<file path="src/rtl/instr_word_builder.sv">
// Program loader: packs MIPS R/I/J fields into 32-bit words and writes them to
// consecutive imem word addresses over a valid/ready handshake.
module instr_word_builder #(
   parameter int unsigned ADDR_W    = 8,
   parameter int unsigned BASE_ADDR = 0,
   parameter int unsigned LAST_ADDR = 255
) (
   input  logic              clk,
   input  logic              rst_n,
   input  logic              start,
   input  logic              finish,
   input  logic              in_valid,
   output logic              in_ready,
   input  logic [1:0]        fmt,
   input  logic [5:0]        opcode,
   input  logic [4:0]        rs,
   input  logic [4:0]        rt,
   input  logic [4:0]        rd,
   input  logic [4:0]        shamt,
   input  logic [5:0]        funct,
   input  logic [15:0]       imm,
   input  logic [25:0]       target,
   output logic              mem_we,
   output logic [ADDR_W-1:0] mem_addr,
   output logic [31:0]       mem_wdata,
   output logic [ADDR_W:0]   count,
   output logic              busy,
   output logic              done,
   output logic              err
);

   localparam logic [ADDR_W-1:0] BASE_PTR = ADDR_W'(BASE_ADDR);
   localparam logic [ADDR_W-1:0] LAST_PTR = ADDR_W'(LAST_ADDR);

   // StDrain: last word is on the write port, input already closed
   typedef enum logic [1:0] {StIdle, StLoad, StDrain, StDone} state_e;

   state_e            state_q;
   logic [ADDR_W-1:0] ptr_q;
   logic              accept;
   logic              legal;
   logic              is_last;
   logic [31:0]       word;

   assign accept  = in_valid & in_ready;
   assign legal   = (fmt != 2'b11);
   assign is_last = (ptr_q == LAST_PTR);

   always_comb begin
      word = 32'h0;
      unique case (fmt)
         2'b00:   word = {opcode, rs, rt, rd, shamt, funct};
         2'b01:   word = {opcode, rs, rt, imm};
         2'b10:   word = {opcode, target};
         default: word = 32'h0;
      endcase
   end

   always_ff @(posedge clk or negedge rst_n) begin
      if (!rst_n) begin
         state_q   <= StIdle;
         ptr_q     <= '0;
         in_ready  <= 1'b0;
         mem_we    <= 1'b0;
         mem_addr  <= '0;
         mem_wdata <= '0;
         count     <= '0;
         busy      <= 1'b0;
         done      <= 1'b0;
         err       <= 1'b0;
      end else begin
         mem_we <= 1'b0;
         if (start) begin
            // restart from any state; a same-cycle accept is dropped
            state_q  <= StLoad;
            ptr_q    <= BASE_PTR;
            count    <= '0;
            err      <= 1'b0;
            done     <= 1'b0;
            busy     <= 1'b1;
            in_ready <= 1'b1;
         end else begin
            unique case (state_q)
               StLoad: begin
                  if (accept && legal) begin
                     mem_we    <= 1'b1;
                     mem_addr  <= ptr_q;
                     mem_wdata <= word;
                     count     <= count + 1'b1;
                     if (!is_last) ptr_q <= ptr_q + 1'b1;
                  end
                  if (accept && !legal) err <= 1'b1;
                  if (accept && legal && (is_last || finish)) begin
                     state_q  <= StDrain;
                     in_ready <= 1'b0;
                  end else if (finish) begin
                     state_q  <= StDone;
                     in_ready <= 1'b0;
                     busy     <= 1'b0;
                     done     <= 1'b1;
                  end
               end
               StDrain: begin
                  state_q <= StDone;
                  busy    <= 1'b0;
                  done    <= 1'b1;
               end
               StIdle, StDone: begin
               end
               default: state_q <= StIdle;
            endcase
         end
      end
   end

endmodule

</file>
<file path="config.mk">
export PLATFORM = sky130hd
export DESIGN_NAME = instr_word_builder
export DESIGN_NICKNAME = d
export VERILOG_FILES = /design/src/rtl/instr_word_builder.sv
export SDC_FILE = /design/constraint.sdc
export NUM_CORES = 1
export LEC_CHECK = 0
export CAP_MARGIN = 20
export CORE_UTILIZATION = 45
export DETAILED_ROUTE_END_ITERATION = 10
export PLACE_DENSITY = 0.92
export SYNTH_ARGS = -nofsm -noshare
export SYNTH_HDL_FRONTEND = slang
export SYNTH_SLANG_ARGS = --single-unit
</file>
<file path="constraint.sdc">
create_clock -name clk -period 3.4 [get_ports clk]
set_clock_uncertainty 0.1 [all_clocks]
set_input_delay 0.34 -clock clk [delete_from_list [all_inputs] [get_ports clk]]
set_output_delay 0.34 -clock clk [all_outputs]
set_load 0.1 [all_outputs]
</file>
==> flow_metrics.env <==
export IMPL_max_vdd_ir_drop_mv=0.4732
export IMPL_cts_setup_buffers=0
export IMPL_die_x_um=84.40
export IMPL_place_hpwl_um=5822
export IMPL_post_cts_resized=0
export IMPL_drc_errors=5
export IMPL_yosys_top_cells_area="dfrtp_1 (52%), a21oi_1 (6.2%), mux2i_1 (5.6%)"
export IMPL_initial_core_util_pct=47.31
export IMPL_ff2ff_path_depth=4
export IMPL_fmax_ghz=0.4117
export IMPL_whs_path_depth=2
export IMPL_cpMaxStageDelayCell="clkdlybuf4s50_1"
export IMPL_fin_setup_tns_ps=0
export IMPL_clk_path_buf_depth=2
export IMPL_reg2reg_setup_slack_ps=1280
export IMPL_timing_worst_setup_path_type="reg2out"
export IMPL_drive_gt1_share_pct=8.667
export IMPL_synth_nets=397
export IMPL_seq_area_frac_synth_pct=52.42
export IMPL_port_buffers=134
export IMPL_ys_flop_type="dfrtp_1"
export IMPL_p_leak_uw=0.002006
export IMPL_rows=29
export IMPL_synth_largest_area_cell="dfrtp_1"
export IMPL_yosys_mux_area_fraction_pct=10.36
export IMPL_r2r_end="count[7]$_DFFE_PN0P_"
export IMPL_fin_crit_ps=2429
export IMPL_critical_path_cell_chain="clkdlybuf4s50_1"
export IMPL_core_um2=6459
export IMPL_grt_pass1_wl_um=12900
export IMPL_cts_max_level=3
export IMPL_yosys_area_share_simple_pct=16.42
export IMPL_vias_per_cell=5.370
export IMPL_numCtsBuffers=9
export IMPL_cts_sinks=64
export IMPL_routabilityCongestion=0.7753
export IMPL_ys_warn_count=0
export IMPL_syn2layout_area_growth_pct=53.93
export IMPL_final_common_cell="clkdlybuf4s50_1"
export IMPL_grt_ovfl_total=0
export IMPL_drt_wl_total_um=8021
export IMPL_synth_cells=314
export IMPL_grt_pass1_vias=2826
export IMPL_cp_max_fo=6
export IMPL_antenna_found_initial=0
export IMPL_worstReg2RegStart="state_q[1]$_DFFE_PN0P_"
export IMPL_holdWs_ps=380.0
export IMPL_n_antenna_cell=0
export IMPL_cts_root_buf="clkbuf_8"
export IMPL_max_stage_delay_ps=1180
export IMPL_die_y_um=84.40
export IMPL_synth_edf_count=0
export IMPL_post_synth_num_cell_types=35
export IMPL_required_ps=2960
export IMPL_first_pass_iters=8
export IMPL_maxCapViolations=0
export IMPL_synth_async_sr_flop_share_pct=100.0
export IMPL_grt_start_max_net_pins=69
export IMPL_ios=135
export IMPL_synth_xor_area_share_pct=2.007
export IMPL_critical_path_top_delay_family="buffers and inverters"
export IMPL_synth_top_family_by_area="simple AND/OR/NAND/NOR gates"
export IMPL_synth_compound_area_share_pct=14.37
export IMPL_grtUsageTotal_pct=23.33
export IMPL_status="finished with violations"
export IMPL_min_from="mem_wdata[2]$_DFFE_PN0P_"
export IMPL_synth_adder_area_share_pct=0.8190
export IMPL_slew_limit_headroom_pct=32.05
export IMPL_worstPathArrival_ps=1990
export IMPL_route_vias_total=2830
export IMPL_placedCellCount=509
export IMPL_cts_tree="done"
export IMPL_rsz0062_at_grt="no"
export IMPL_cts_hold_buf=1
export IMPL_setup_viol=0
export IMPL_power_density_nw_per_um2=629.3
export IMPL_drv_slew=0
export IMPL_syn_avg_cell_area_um2=9.731
export IMPL_timing_hold_violations_final=0
export IMPL_dr_first_iter_drc_count=232
export IMPL_final_nets=528
export IMPL_synth_top_area_share_pct=52.42
export IMPL_path_clk_slew_ps=70
export IMPL_synth_seq_cells=64
export IMPL_min_to="mem_wdata[2]$_DFFE_PN0P_"
export IMPL_ant_nets=0
export IMPL_worstSetupEndpointType="output pin"
export IMPL_violations="DRC"
export IMPL_crit_path_start_kind="flop"
export IMPL_critPathBufInv=1
export IMPL_wl_per_cell_um=15.22
export IMPL_die_area_um2=7123
export IMPL_worstHoldPathType="reg2reg"
export IMPL_period_share_pct=71.44
export IMPL_final_cell_mix="clkdlybuf4s50_1 (133), dfrtp_1 (64), a21oi_1 (38), nand2_1 (36), o21ai_0 (28)"
export IMPL_clk_latency_ps=330
export IMPL_tightest_slew_ps=1015
export IMPL_stdcell_count=527
export IMPL_synthesis_area_um2=3055
export IMPL_path_depth=1
-- power by group --
| group | leakage [µW] | internal [µW] | switching (µW) | total, µW |
|---|---|---|---|---|
| registers | 0.000837 | 867 | 64.7 | 932 |
| clock network | 0.000119 | 452 | 290 | 742 |
| logic | 0.00105 | 332 | 954 | 1290 |
| total | 0.00201 | 1650 | 1310 | 2960 |
-- kinds of logic (layout without fill, tap and decap cells) --
| group | count (synthesis) | after routing |
|---|---|---|
| AOI/OAI and AO/OA | 82 | 82 |
| xor gates and xnor gates | 7 | 7 |
| adders and majority gates | 2 | 2 |
| buffers and inverters | 25 | 161 |
| DFF | 64 | 64 |
| muxes | 30 | 30 |
| and+or+nand+nor | 104 | 104 |
-- final cells by class --
| class | instances | area (µm²) |
|---|---|---|
| Timing Repair Buffer | 140 | 1409 |
| Multi-Input combinational cell | 225 | 1348 |
| Clock buffer | 11 | 151.4 |
| Sequential cell | 64 | 1602 |
| Inverter | 5 | 18.77 |
| Tap cell | 77 | 96.34 |
| Fill cell | 473 | 1755 |
| Clock inverter | 5 | 78.83 |
-- how the worst max path moves through the flow --
stage / start / to / slack (ps)
6_report: count[0]$_DFFE_PN0P_ / count[0] / 970
3_5_place_dp: in_valid / mem_wdata[29]$_DFFE_PN0P_ / 670
5_1_grt: count[0]$_DFFE_PN0P_ / count[0] / 920
3_3_place_gp: in_valid / mem_wdata[30]$_DFFE_PN0P_ / 740
4_1_cts: count[0]$_DFFE_PN0P_ / count[0] / 950
2_1_floorplan: in_ready$_DFFE_PN0P_ / count[8]$_DFFE_PN0P_ / 800
-- stage by stage --
step	util (%)	total power (µW)	setup slack [ps]	area [µm²]
final	72.82	2960	971.2	4703
after global routing	72.82	3069	923.0	4703
after CTS	72.51	2975	951.8	4683
after detailed placement	68.79	2231	668.7	4443
after global placement	68.79	2212	737.4	4443
after floorplan	-	1853	796.9	3055
-- per-layer routing --
| metal | vias up | GRT usage (%) | share of wire, % | routed length [µm] |
|---|---|---|---|---|
| met5 | - | 0 | 0 | 0 |
| met4 | 0 | 10.79 | 2.4 | 193 |
| met3 | 20 | 6.686 | 7.3 | 588 |
| met2 | 122 | 41.13 | 52 | 4161 |
| met1 | 1335 | 26.22 | 38 | 3077 |
| li1 | 1353 | - | - | - |
-- sequential cells by signal (all words and copies together) (netlist names) --
name	flops
count	9
state_q	2
in_ready	1
ptr_q	8
done	1
mem_addr	8
err	1
mem_wdata	32
busy	1
mem_we	1
-- cell usage after synthesis (2+ instances only) --
cell and count:
a21o_1 2, a21oi_1 38, buf_6 2, clkbuf_1 16, dfrtp_1 64, ha_1 2
inv_1 5, mux2_2 13, mux2i_1 17, nand2_1 36, nand3_1 10, nor2_1 27
nor2b_1 12, nor4_1 3, o21ai_0 28, o21ai_1 5, o31ai_1 4, or3_1 5
or4_1 4, xnor2_1 3, xor2_1 4
-- tightest hold or removal path, delay by kind of cell (launching register included) --
family / cells / cell delay (ps)
AOI/OAI and AO/OA: 1 / 60
DFF: 1 / 340
and+or+nand+nor: 1 / 40
Power figures use the tool's default switching activity.
